`config.mk`:
```
export PLATFORM = sky130hd
export DESIGN_NAME = parity_frame_ctrl
export DESIGN_NICKNAME = d
export VERILOG_FILES = /design/src/rtl/parity_pkg.sv /design/src/rtl/parity_acc.sv /design/src/rtl/parity_frame_ctrl.sv
export SDC_FILE = /design/constraint.sdc
export NUM_CORES = 1
export LEC_CHECK = 0
export BUFFER_PORTS_ARGS = -buffer_cell sky130_fd_sc_hd__buf_2
export CAP_MARGIN = 20
export CORE_UTILIZATION = 56
export DETAILED_ROUTE_END_ITERATION = 16
export PLACE_DENSITY = 0.83
export SLEW_MARGIN = 30
export SYNTH_ARGS = -nofsm -noshare
export SYNTH_HDL_FRONTEND = slang
export SYNTH_HIERARCHICAL = 1
export SYNTH_SLANG_ARGS = --single-unit
```
`constraint.sdc`:
```
create_clock -name clk -period 3.55 [get_ports clk]
set_clock_uncertainty 0.1 [all_clocks]
set_input_delay 0.1775 -clock clk [delete_from_list [all_inputs] [get_ports clk]]
set_output_delay 0.1775 -clock clk [all_outputs]
set_load 0.02 [all_outputs]
```
`src/rtl/parity_pkg.sv`:
```
// parity_pkg: shared state encoding and parity-sense constants for the parity frame path
package parity_pkg;
    localparam logic [1:0] S_IDLE   = 2'd0;
    localparam logic [1:0] S_SHIFT  = 2'd1;
    localparam logic [1:0] S_PARITY = 2'd2;
    localparam int PAR_EVEN = 0;
    localparam int PAR_ODD  = 1;
    typedef enum logic [1:0] {
        ST_IDLE   = S_IDLE,
        ST_SHIFT  = S_SHIFT,
        ST_PARITY = S_PARITY
    } state_t;
endpackage

```
`src/rtl/parity_acc.sv`:
```
// parity_acc: 1-bit serial XOR accumulator with synchronous clear
module parity_acc (
    input  logic clk,
    input  logic rst,
    input  logic clr,
    input  logic en,
    input  logic d,
    output logic q
);
    always_ff @(posedge clk or negedge rst) begin
        if (!rst)    q <= 1'b0;
        else if (clr) q <= 1'b0;
        else if (en)  q <= q ^ d;
    end
endmodule

```
`src/rtl/parity_frame_ctrl.sv`:
```
// parity_frame_ctrl: serialises parallel words LSB-first with a trailing parity bit
module parity_frame_ctrl
    import parity_pkg::*;
#(
    parameter int DATA_W  = 8,
    parameter int ODD_PAR = PAR_EVEN,
    parameter int CNT_W   = 8
) (
    input  logic              clk,
    input  logic              rst,
    input  logic              in_valid,
    output logic              in_ready,
    input  logic [DATA_W-1:0] in_data,
    output logic              ser_valid,
    input  logic              ser_ready,
    output logic              ser_out,
    output logic              ser_first,
    output logic              ser_last,
    output logic              busy,
    output logic              par_bit,
    output logic [CNT_W-1:0]  frame_cnt
);
    localparam int BW = $clog2(DATA_W);
    localparam logic [BW-1:0] LAST = BW'(DATA_W - 1);
    localparam logic ODD = (ODD_PAR == PAR_ODD);

    state_t            state, state_nx;
    logic [DATA_W-1:0] shreg;
    logic [BW-1:0]     bit_cnt;
    logic              acc, accept, shift_hs, par_hs;

    assign accept   = in_valid & in_ready;
    assign shift_hs = (state == ST_SHIFT) & ser_ready;
    assign par_hs   = (state == ST_PARITY) & ser_ready;

    parity_acc u_acc (
        .clk (clk),
        .rst (rst),
        .clr (accept),
        .en  (shift_hs),
        .d   (shreg[0]),
        .q   (acc)
    );

    // Serial outputs depend only on registered state; in_ready alone sees ser_ready for back-to-back
    always_comb begin
        state_nx  = state;
        in_ready  = rst & ((state == ST_IDLE) | par_hs);
        ser_valid = state != ST_IDLE;
        busy      = state != ST_IDLE;
        ser_first = (state == ST_SHIFT) & (bit_cnt == '0);
        ser_last  = state == ST_PARITY;
        ser_out   = (state == ST_SHIFT) ? shreg[0] : (state == ST_PARITY) ? (acc ^ ODD) : 1'b0;
        case (state)
            ST_IDLE:   state_nx = accept ? ST_SHIFT : ST_IDLE;
            ST_SHIFT:  state_nx = (ser_ready && bit_cnt == LAST) ? ST_PARITY : ST_SHIFT;
            ST_PARITY: state_nx = ser_ready ? (accept ? ST_SHIFT : ST_IDLE) : ST_PARITY;
            default:   state_nx = ST_IDLE;
        endcase
    end

    always_ff @(posedge clk or negedge rst) begin
        if (!rst) begin
            state     <= ST_IDLE;
            shreg     <= '0;
            bit_cnt   <= '0;
            par_bit   <= 1'b0;
            frame_cnt <= '0;
        end else begin
            state <= state_nx;
            if (accept) begin
                shreg   <= in_data;
                bit_cnt <= '0;
            end else if (shift_hs) begin
                shreg   <= shreg >> 1;
                bit_cnt <= bit_cnt + BW'(1);
            end
            if (par_hs) begin
                par_bit   <= ser_out;
                frame_cnt <= frame_cnt + CNT_W'(1);
            end
        end
    end
endmodule

```
Word-level counts from Yosys, hierarchy flattened
Index checks and enable logic that the tools add are counted.
{"block": "word_totals", "reg_bits": 23, "latch_bits": 0, "mem_bits_rw": 0, "romBits": 0, "output_inout_bits": 15, "elab_cells": 35, "memories": 0}
{"block": "classes", "addsub": 2, "n_mul": 0, "n_div": 0, "magnitude_cmp": 0, "n_eq_ne": 3, "shift": 0, "muxes": 12, "n_bitwise": 7, "reduce_logical": 5}
{"op": "2-to-1 mux 8 bit", "count": 2}
{"op": "adder 8 x 1 -> 8 bit (second input constant)", "count": 1}
{"op": "2-to-1 mux 3 bit", "count": 2}
{"op": "one-hot mux 2 bit (3 select lines)", "count": 1}
{"op": "bitwise AND 1 bit", "count": 5}
{"op": "2-to-1 mux 1 bit", "count": 5}
{"op": "2-to-1 mux 2 bit", "count": 2}
{"op": "nonzero test 2 bit", "count": 2}
{"op": "adder 3 x 1 -> 3 bit (second input constant)", "count": 1}
{"op": "equality test 3 bit (second input constant)", "count": 1}
{"op": "zero test 3 bit", "count": 1}
{"op": "equality test 2 x 1 -> 1 bit (second input constant)", "count": 1}
{"op": "equality test 2 bit (second input constant)", "count": 1}
{"op": "zero test 2 bit", "count": 1}
{"op": "logical AND 1 bit", "count": 1}
{"op": "bitwise OR 1 bit", "count": 1}
{"op": "XOR 1 bit", "count": 1}

Logic depth before layout (Yosys ltp)
Gate-level depths: netlist (run 1).
{"block": "logic_depth", "word_depth": 8, "mapped_depth": 5}

Modules after synthesis
Netlist (run 1), hierarchy kept.
{"module": "parity_frame_ctrl", "instances": 1, "cells_per_inst": 92, "area_each_um2": 1166.1, "seq_area_each_um2": 550.5}
{"module": "parity_acc", "instances": 1, "cells_per_inst": 4, "area_each_um2": 51.3, "seq_area_each_um2": 25.0}

Worst setup path before layout (run 1)
No wires, ideal clock.
{"block": "synth_path", "path_kind": "reg-to-reg", "startpoint": "register state[0]", "endpoint": "register par_bit", "setup_ns": 0.066, "t_arrival_ns": 1.436, "t_required_ns": 3.384, "slack_ns": 1.948, "stages_incl_launch_ff": 5, "n_path_buf": 1, "synth_period_minus_slack_ns": 1.602, "path_cell_list": "dfrtp_1 buf_2 nor2b_1 o2bb2ai_1 mux2_4"}
{"block": "synth_between", "elab_chain_len": 3, "elab_cells_between_ends": 5}
{"element": "from (decl)", "line": "parity_frame_ctrl.sv:27", "rtl": "state_t state, state_nx;"}
{"element": "from (signal assigned)", "line": "parity_frame_ctrl.sv:70", "rtl": "state <= state_nx;"}
{"element": "equality test 2 bit"}
{"element": "named net ser_last", "line": "parity_frame_ctrl.sv:18", "rtl": "output logic ser_last,"}
{"element": "2-to-1 mux 1 bit (2 in a row)", "line": "parity_frame_ctrl.sv:53", "rtl": "ser_out = (state == ST_SHIFT) ? shreg[0] : (state == ST_PARITY) ? (acc ^ ODD) : 1'b0;"}
{"element": "named net ser_out", "line": "parity_frame_ctrl.sv:16", "rtl": "output logic ser_out,"}
{"element": "to (signal assigned)", "line": "parity_frame_ctrl.sv:79", "rtl": "par_bit <= ser_out;"}
{"element": "to (decl)", "line": "parity_frame_ctrl.sv:20", "rtl": "output logic par_bit,"}
The timed path passes the listed nets, and every way through them passes these cells.
A chain may end at the register's enable or synchronous reset.

Worst setup path after layout (run 1)
{"block": "layout_path", "startpoint": "input port rst", "endpoint": "register shreg[1]"}
{"block": "layout_between", "elab_chain_len": 3, "elab_cells_between_ends": 4}
{"element": "from (decl)", "line": "parity_frame_ctrl.sv:10", "rtl": "input logic rst,"}
{"element": "bitwise AND 1 bit (*)", "line": "parity_frame_ctrl.sv:48", "rtl": "in_ready = rst & ((state == ST_IDLE) | par_hs);"}
{"element": "bitwise AND 1 bit (*)", "line": "parity_frame_ctrl.sv:32", "rtl": "assign accept = in_valid & in_ready;"}
{"element": "2-to-1 mux 8 bit / nonzero test 2 bit (equally long branches)"}
{"element": "to (signal assigned)", "line": "parity_frame_ctrl.sv:72", "rtl": "shreg <= in_data;"}
{"element": "to (signal assigned)", "line": "parity_frame_ctrl.sv:75", "rtl": "shreg <= shreg >> 1;"}
{"element": "to (decl)", "line": "parity_frame_ctrl.sv:28", "rtl": "logic [DATA_W-1:0] shreg;"}
Mark *: on every way between the ends. The rest lies on a longest branch, timed or not.

==> results.md, run 1 <==
- Outcome: finished clean
- Number of CTS-inserted buffers: 3
- Max frequency: 459 MHz
- DR vias/cell: 5.19
- Initial antenna violation count: 0
- Final WS setup: 1370 ps
- GR peak layer: met2
- Mapped Area: 1220 um^2
- # fillers: 141
- Top cell type by total area after synthesis: dfrtp_1
- Slew HR: 59.1%
- Max stage delay on crit path: 620 ps
- Crit share post-route: 61.4%
- RePlAce Congestion: 0.691
- GRT Total Usage: 20.1%
- CORE AREA: 2000 um^2
- Register area: 576 um^2
- Hold Fails Final Rpt: 0
- Number of flops mapped to enable cells by yosys: 0
- Largest net degree at the start of global routing: 26
- Multi-input gate area: 583 um^2
- Final setup viols: 0
- Most frequent cell after synthesis: dfrtp_1
- Critical path arrival: 2270 ps
- Worst-path fanout max: 25
- Die Y: 48.6 um
- Setup slack at placement: 1520 ps
- Clock Tree Buf Depth: 2
- Crit. Startpoint: rst
- Syn_nets: 112
- Worst setup EP type: flop
- Clock Sinks: 23
- Total power: 0.904 mW
- Main area contributors after synthesis: dfrtp_1, mux2_4, xnor2_1
- # DRC: 0
- Initial core utilization: 60.8%
- Final HPWL DP: 1570 um
- Util after Layout: 72.0%
- Pre-antenna DRT Iters: 4
- Period minus WS final: 2180 ps
- RSZ-0062 raised after global routing: false
- Placed inst area: 1350 um^2
- Setup CP Type: in -> reg
- Clock tree root driver cell: clkbuf_4
- Ys Warns: 6
- Later-pin clock latency in the skew report: 300 ps
- FF-to-FF path depth: 2
- Synth cell count leaders: dfrtp_1, mux2_4, xnor2_1, inv_1, nand2_1
- Fin area: 1440 um^2
- RR Endpoint: shreg[1]$_DFFE_PN0P_
- Fin nets: 145
- Worst setup path endpoint: shreg[1]$_DFFE_PN0P_
- Initial DRC count: 11
- #FFs+latches synth: 23
- CTS tree: yes
- First-pass GRT wire length: 3660 um
- Vias: 804
- Antenna diode count: 0
- Worst-Margin Slew: 610 ps
- Main synth FF type: dfrtp_1
- Met1 usage: 25.5%
- Slowest cell on the critical path: nand4b_1
- Worst setup SP type: input port
- Distinct cell type count of the synthesized netlist: 32
- Routed Wire Length: 2100 um
- Routed Antenna Nets: 0
- Vias in the first global route: 829
- Static Leak: 0.798 nW
- Port Buffers: 26
- Pwr Density: 627 nW/um^2
- Register area share after synthesis: 47.3%
- H-tree depth: 1
- VDD IR max: 0.393 mV
- Synth top area share: 47.3%
- Clock-pin slew on the worst setup and hold paths: 120 ps
- Cell chain of the critical path: dlygate4sd3_1, buf_2, nand4b_1, mux2_1
- Post-route setup TNS: 0 ps
- Io pins: 27
- Final Max Slew Viols: 0
- Share of layout cells above drive strength 1: 35.9%
- Synth Instances: 96
- Hold Crit Class: in -> reg
- Post-DR wirelength/cell: 13.6 um
- Gr ovfl total: 0
- Area delta synth->final: 18.4%
- CP required: 3640 ps
- Cell Rows: 16
- Mean Syn Cell Area: 12.7 um^2
- Register-to-register setup slack: 1700 ps
- Met3 GRT Util: 1.89%
- Worst R2R Start: state[0]$_DFF_PN0_
- Synth async-reset ratio: 100%
- Die Area: 2360 um^2
- GR Layer Usage met2: 35.4%
- Max Cap Viol: 0
- DIE WIDTH: 48.6 um
-- layer usage --
metal | routed length [um] | up-vias
met2 | 1080 | 16
met5 | 0 | -
met1 | 956 | 394
met3 | 56 | 2
met4 | 13 | 0
li1 | - | 392
-- power by group --
group          switching [mW]  internal [mW]
Clock                  0.0723         0.0437
Sequential             0.0648          0.338
Combinational           0.172          0.213
-- how the worst min path moves through the flow --
stage	from	end	cells past startpoint
3_3_place_gp	rst	frame_cnt[1]$_DFFE_PN0P_	1
5_1_grt	in_data[6]	shreg[6]$_DFFE_PN0P_	2
3_5_place_dp	rst	frame_cnt[0]$_DFFE_PN0P_	1
6_report	in_data[3]	shreg[3]$_DFFE_PN0P_	2
4_1_cts	in_data[2]	shreg[2]$_DFFE_PN0P_	2
2_1_floorplan	rst	bit_cnt[0]$_DFFE_PN0P_	0
-- registers in the layout (all words and copies together) (netlist names) --
signal     flops
par_bit        1
u_acc/q        1
shreg          8
frame_cnt      8
bit_cnt        3
state          2
-- worst max-delay path, delay by kind of cell --
kind / cells / cell delay, ps
simple gates: 1 / 620
buf+inv: 2 / 950
mux: 1 / 510
-- placed cells by master, fill, tap and decap left out, types with 3 or more instances in the layout --
cell type,Yosys,routed
buf_2,2,26
dfrtp_1,23,23
mux2_4,12,12
xnor2_1,7,7
dlygate4sd3_1,0,7
inv_1,6,6
nand2_1,5,5
ha_1,4,4
mux2i_1,3,3
nor2_1,3,3
nand3_1,3,3
clkbuf_4,0,3
-- what timing repair did --
action | in CTS | in global routing
hold buffers | 6 | 1
buffers inserted | 0 | 0
endpoints found under the hold margin | 28 | 1
resized for setup | 0 | 0
-- cells by family after synthesis --
kind of cell / Yosys count / synth area share [%]
simple gates: 26 / 13.7
flops: 23 / 47.3
mux: 19 / 21.0
buf+inv: 11 / 4.83
xor+xnor: 8 / 5.76
compound gates: 5 / 3.39
fa+ha+maj: 4 / 4.11
-- layout make-up --
cell class / count / area share (%)
clock buffer: 4 / 1.82
inverter: 6 / 1.56
multi-input combinational: 62 / 40.5
sequential: 23 / 39.9
tap: 27 / 2.34
timing repair buffer: 33 / 13.9
-- through the flow --
stage	hold slack, ps	instances
3_5_place_dp	85.2	144
2_1_floorplan	-218	96
6_report	7.62	155
5_1_grt	2.81	155
3_3_place_gp	75.8	144
4_1_cts	0.173	154
Note: power is estimated with default switching activity, not from simulation.
==> run 2, diff against run 1 <==
--- a/config.mk
+++ b/config.mk
@@ -5,11 +5,12 @@
 export SDC_FILE = /design/constraint.sdc
 export NUM_CORES = 1
 export LEC_CHECK = 0
+export ABC_AREA = 1
 export BUFFER_PORTS_ARGS = -buffer_cell sky130_fd_sc_hd__buf_2
 export CAP_MARGIN = 20
-export CORE_UTILIZATION = 56
+export CORE_UTILIZATION = 48
 export DETAILED_ROUTE_END_ITERATION = 16
-export PLACE_DENSITY = 0.83
+export PLACE_DENSITY = 0.75
 export SLEW_MARGIN = 30
 export SYNTH_ARGS = -nofsm -noshare
 export SYNTH_HDL_FRONTEND = slang
==> constraint.sdc (replaced) <==
create_clock -name clk -period 1.8 [get_ports clk]
set_clock_uncertainty 0.1 [all_clocks]
set_input_delay 0.09 -clock clk [delete_from_list [all_inputs] [get_ports clk]]
set_output_delay 0.09 -clock clk [all_outputs]
set_load 0.02 [all_outputs]
==> run 2 against run 1 <==
- critical path type is now reg -> out
- sequential cell count unchanged
- hold slack better by 37 ps
- area after synthesis up 8.7%
- total power up 110%
- die area up 26%
- synthesized cell count up 85%
- first-iteration DRC count up 73%
- global-route usage down 0.46 points
==> results.md, run 2 <==
- Outcome: finished clean
- Die Y: 54.5 um
- Final setup viols: 0
- CTS tree: yes
- DIE WIDTH: 54.5 um
- FF-to-FF path depth: 6
- Main synth FF type: dfrtp_1
- Setup CP Type: reg -> out
- Fin cells: 242
- Most frequent cells in the layout: nand2_1, buf_2, inv_1, dfrtp_1, nand3_1
- Most common cell after layout, fill and taps aside: nand2_1
- CP required: 1610 ps
- Initial core utilization: 52.0%
- Post-route setup TNS: 0 ps
- Later-pin clock latency in the skew report: 320 ps
- Gr ovfl total: 0
- Hold Fails Final Rpt: 0
- Placed insts: 228
- Share of layout cells above drive strength 1: 18.9%
- Vias in the first global route: 1020
- H-tree depth: 1
- Crit path buf inv count: 3
- XOR/XNOR Fraction of Synth Area: 1.98%
- Synth async-reset ratio: 100%
- Initial DRC count: 19
- Multi-input gate area: 597 um^2
- Port Buffers: 26
- Fin nets: 229
- VDD IR max: 0.666 mV
- Synth Area in Compound Gates: 4.06%
- # DRC: 0
- Slowest cell on the critical path: dfrtp_1
- Routed Antenna Nets: 0
- Slew HR: 74.8%
- Largest family of logic cells by synthesized area: simple AND/OR/NAND/NOR gates
- Crit share post-route: 92.5%
- Die Area: 2970 um^2
- Syn_nets: 194
- Worst R2R Start: state[1]$_DFF_PN0_
- DR vias/cell: 4.97
- Largest net degree at the start of global routing: 21
- Worst-path fanout max: 6
- Main area contributors after synthesis: dfrtp_1, nand2_1, inv_1
- Max frequency: 600 MHz
- CP Depth: 5
- Area delta synth->final: 19.7%
- Post-DR wirelength/cell: 11.0 um
- Register area: 576 um^2
- Final WS setup: 134 ps
- Worst setup EP type: output port
- Crit. Startpoint: state[1]$_DFF_PN0_
- RePlAce Congestion: 0.754
- Mean Syn Cell Area: 7.44 um^2
- Post-Synth Adder-Cell Area: 3.78%
- Cell Rows: 18
- Pre-antenna DRT Iters: 4
- # fillers: 233
- Antenna diode count: 0
- Routed Wire Length: 2660 um
- Fin area: 1580 um^2
- Max Cap Viol: 0
- CP delay by family, top: flip-flops
- RSZ-0062 raised after global routing: false
- First-pass GRT wire length: 4200 um
- GRT Total Usage: 19.7%
- Post-CTS Resized: 0
- Clock Sinks: 23
- Most frequent cell after synthesis: nand2_1
- Ys Warns: 6
- Register area share after synthesis: 43.5%
- Mux cell area share after synthesis: 0%
- Final Max Slew Viols: 0
- Register-to-register setup slack: 190 ps
- Post-CTS setup buffers: 0
- Io pins: 27
- Mapped Area: 1320 um^2
- CORE AREA: 2540 um^2
- Hold Crit Class: in -> reg
- Top cell type by total area after synthesis: dfrtp_1
- Number of flops mapped to enable cells by yosys: 0
- Clock tree root driver cell: clkbuf_4
- Cell chain of the critical path: inv_2, nand2_1, inv_1, a22o_1, buf_2
- Period minus WS final: 1670 ps
- Vias: 1203
- RR Endpoint: u_acc/q$_DFFE_PN0P_
- Setup slack at placement: 179 ps
- Critical path arrival: 1480 ps
- Worst setup path endpoint: ser_out
- Max stage delay on crit path: 520 ps
- Clock-pin slew on the worst setup and hold paths: 130 ps
- Clock Tree Buf Depth: 2
- Final HPWL DP: 1890 um
- Pwr Density: 1180 nW/um^2
- #FFs+latches synth: 23
- Initial antenna violation count: 0
- Static Leak: 0.934 nW
- Worst setup SP type: flop
- Simple-gate share of the synthesized area: 35.3%
- Synth cell count leaders: nand2_1, dfrtp_1, inv_1, nand3_1, nand4_1
- Placed inst area: 1460 um^2
- Worst-Margin Slew: 378 ps
- Largest regs: frame_cnt x8, shreg x8, bit_cnt x3
- Synth Instances: 178
- Hold slack: 44.6 ps
- Synth top area share: 43.5%
- Distinct cell type count of the synthesized netlist: 23
- Number of CTS-inserted buffers: 3
==> run 2: cell count changes after synthesis, sizes merged, moves of 5 or more <==
| cell | previous run | this run |
|---|---|---|
| nor2 | 3 | 8 |
| nand3 | 3 | 15 |
| nand4 | 1 | 10 |
| xnor2 | 7 | 0 |
| mux2 | 16 | 0 |
| inv | 6 | 27 |
| nand2 | 5 | 71 |
==> run 2: where the power goes <==
part           switching, mW  internal (mW)
logic                  0.505          0.294
clock network          0.161         0.0831
registers              0.144          0.681
total                  0.810           1.06
==> run 2: what timing repair did <==
action                                  CTS  global route
hold endpoints to repair                 33             0
hold buffers                             10             0
endpoints found under the setup margin    0             0
==> run 2: per-stage QoR <==
stage | power [mW] | util, %
after floorplan | 1.43 | -
after global placement | 1.58 | 57.2
after detailed placement | 1.63 | 57.2
after CTS | 1.89 | 62.2
after global routing | 2.04 | 62.2
final | 1.87 | 62.2
==> run 2: layer usage <==
layer / up-vias / routed length (um) / GRT usage (%) / share of wire (%)
li1: 622 / - / - / -
met1: 544 / 1290 / 25.0 / 48
met2: 33 / 1240 / 33.9 / 47
met3: 4 / 106 / 2.78 / 4.0
met4: 0 / 24 / 6.41 / 0.90
met5: - / 0 / 0 / 0
==> run 2: worst min-delay path: cells and delay by family <==
kind          cells  cell delay (ps)
simple gates      3              200
buf+inv           1              150
==> run 2: logic make-up (layout without fill, tap and decap cells) <==
logic type	count (synthesis)	after routing
AND/OR/NAND/NOR	106	106
buffers and inverters	35	69
flip-flops	23	23
AO/OA/AOI/OAI	7	7
adder cells (fa/ha/maj)	4	4
XOR/XNOR	3	3
==> run 2: worst min path at each step <==
stage                   from                      to  slack, ps  cells past startpoint
floorplan                rst  bit_cnt[0]$_DFFE_PN0P_       -310                      0
global placement         rst  bit_cnt[2]$_DFFE_PN0P_         -7                      2
detailed placement       rst  bit_cnt[2]$_DFFE_PN0P_        -10                      2
CTS                 in_valid    shreg[6]$_DFFE_PN0P_         40                      4
global route        in_valid    shreg[2]$_DFFE_PN0P_         60                      4
finish              in_valid    shreg[6]$_DFFE_PN0P_         40                      4
==> run 2: final cells by class <==
type	instances	area share (%)
inverter	27	6.40
timing repair buffer	38	15.5
tap	30	2.37
sequential	23	36.3
clock buffer	3	1.42
clock inverter	1	0.316
multi-input combinational	120	37.7
==> run 3, diff against run 2 <==
--- a/config.mk
+++ b/config.mk
@@ -11,6 +11,7 @@
 export CORE_UTILIZATION = 48
 export DETAILED_ROUTE_END_ITERATION = 16
 export PLACE_DENSITY = 0.75
+export RECOVER_POWER = 25
 export SLEW_MARGIN = 30
 export SYNTH_ARGS = -nofsm -noshare
 export SYNTH_HDL_FRONTEND = slang
==> run 3 against run 2 <==
- sequential cell count is the same
- sequential power is essentially flat
- register-to-register slack is essentially flat
- critical path type unchanged
- critical endpoint unchanged
- largest cell class unchanged
==> results.md, run 3 (same netlist as run 2, synthesis figures left out) <==
- H-tree depth: 1
- CTS tree: yes
- Initial antenna violation count: 0
- VDD IR max: 0.666 mV
- Clock-pin slew on the worst setup and hold paths: 130 ps
- Clock Tree Buf Depth: 2
- Largest regs: frame_cnt x8, shreg x8, bit_cnt x3
- Clock Sinks: 23
- Vias in the first global route: 1020
- RSZ-0062 raised after global routing: false
- Hold Fails Final Rpt: 0
- Routed Antenna Nets: 0
- Cell-internal power: 1.06 mW
- Number of CTS-inserted buffers: 3
- Area delta synth->final: 19.3%
- Largest net degree at the start of global routing: 21
- Initial core utilization: 52.0%
- Final setup viols: 0
- Worst-Margin Slew: 787 ps
- Setup CP Type: reg -> out
- Die Area: 2970 um^2
- DR vias/cell: 4.96
- Clock tree root driver cell: clkbuf_4
- Most frequent cells in the layout: nand2_1, buf_2, inv_1, dfrtp_1, nand3_1
- Hold Crit Class: in -> reg
- Psw: 0.809 mW
- Static Leak: 0.928 nW
- Share of layout cells above drive strength 1: 17.9%
- DIE WIDTH: 54.5 um
- Antenna diode count: 0
- Slew HR: 47.6%
- # DRC: 0
- Critical path arrival: 1480 ps
- Seq pwr share: 44.2%
- Post-DR wirelength/cell: 11.0 um
- Most common cell after layout, fill and taps aside: nand2_1
- Final Max Slew Viols: 0
- Pre-antenna DRT Iters: 4
- Worst setup SP type: flop
- Post-route setup TNS: 0 ps
- First-pass GRT wire length: 4200 um
- GRT Total Usage: 19.7%
- # fillers: 234
- RePlAce Congestion: 0.754
- Max frequency: 600 MHz
- Post-CTS setup buffers: 0
- Cell Rows: 18
- Clock power frac: 13.1%
- Hold slack: 44.4 ps
- Placed insts: 228
- CORE AREA: 2540 um^2
- Worst-path fanout max: 6
- Register area: 576 um^2
- Gr ovfl total: 0
- Outcome: finished clean
- Routed Wire Length: 2660 um
- Fin area: 1580 um^2
- Fin nets: 229
- Gate power share: 42.7%
- Pwr Density: 1180 nW/um^2
- Later-pin clock latency in the skew report: 320 ps
- Port Buffers: 26
- Final HPWL DP: 1890 um
- Vias: 1201
- Total power: 1.87 mW
- Switching share of power: 43.4%
- Placed inst area: 1460 um^2
- Io pins: 27
- Initial DRC count: 19
- Die Y: 54.5 um
- Fin cells: 242
- Crit share post-route: 92.5%
- Multi-input gate area: 597 um^2
- Max Cap Viol: 0
- Period minus WS final: 1670 ps
- Worst setup EP type: output port
- CP required: 1610 ps
==> run 3: cell types whose count changed in the layout (fill, tap and decap cells not counted), sizes merged <==
| cell | delta |
|---|---|
| buf | -2 |
| clkbuf | +2 |
==> run 3: through the flow <==
step | utilization, % | worst slack, ps
after global placement | 57.2 | 254
after CTS | 62.2 | 115
after floorplan | - | 474
after global routing | 62.0 | 47.9
final | 62.0 | 134
after detailed placement | 57.2 | 179
==> run 3: worst max-delay path, cell delays in order, from the launching register on <==
cell	delay, ps
dfrtp_1	520
inv_2	60
nand2_1	170
inv_1	60
a22o_1	200
buf_2	150
==> run 3: final timing paths <==
check                                    startpoint              endpoint  slack (ps)  depth (start not counted)
worst max-delay path             state[1]$_DFF_PN0_               ser_out         130                          5
worst min-delay path                       in_valid  shreg[6]$_DFFE_PN0P_          40                          4
worst max register to register   state[1]$_DFF_PN0_   u_acc/q$_DFFE_PN0P_         190                          6
worst min register to register  par_bit$_DFFE_PN0P_   par_bit$_DFFE_PN0P_         410                          2
max in group asynchronous                       rst    state[1]$_DFF_PN0_         660                          3
min in group asynchronous                       rst  shreg[4]$_DFFE_PN0P_         250                          3
==> run 3: final cells by class <==
type                            instances  share of cell area (%)
Clock buffer                            3                    1.43
Clock inverter                          1                   0.317
Inverter                               27                    6.42
Multi-Input combinational cell        120                    37.8
Sequential cell                        23                    36.5
Tap cell                               30                    2.38
Timing Repair Buffer                   38                    15.2
==> run 3: power groups by stage <==
stage	Sequential, mW	Combinational, mW	Clock (mW)
floorplan	0.837	0.590	0
global placement	0.819	0.761	0
detailed placement	0.832	0.794	0
CTS	0.820	0.814	0.255
global route	0.850	0.916	0.274
finish	0.824	0.798	0.244
==> run 3: timing repair <==
item	in CTS	in global routing
resized for setup	0	0
hold endpoints to repair	33	0
hold buffers	10	0
==> run 3: per-layer routing <==
layer / share of wire [%] / vias to the layer above / routed length [um] / global-route usage (%)
li1: - / 623 / - / -
met4: 0.90 / 0 / 24 / 6.41
met5: 0 / - / 0 / 0
met3: 4.0 / 4 / 106 / 2.78
met2: 46 / 33 / 1230 / 33.9
met1: 49 / 541 / 1300 / 25.0
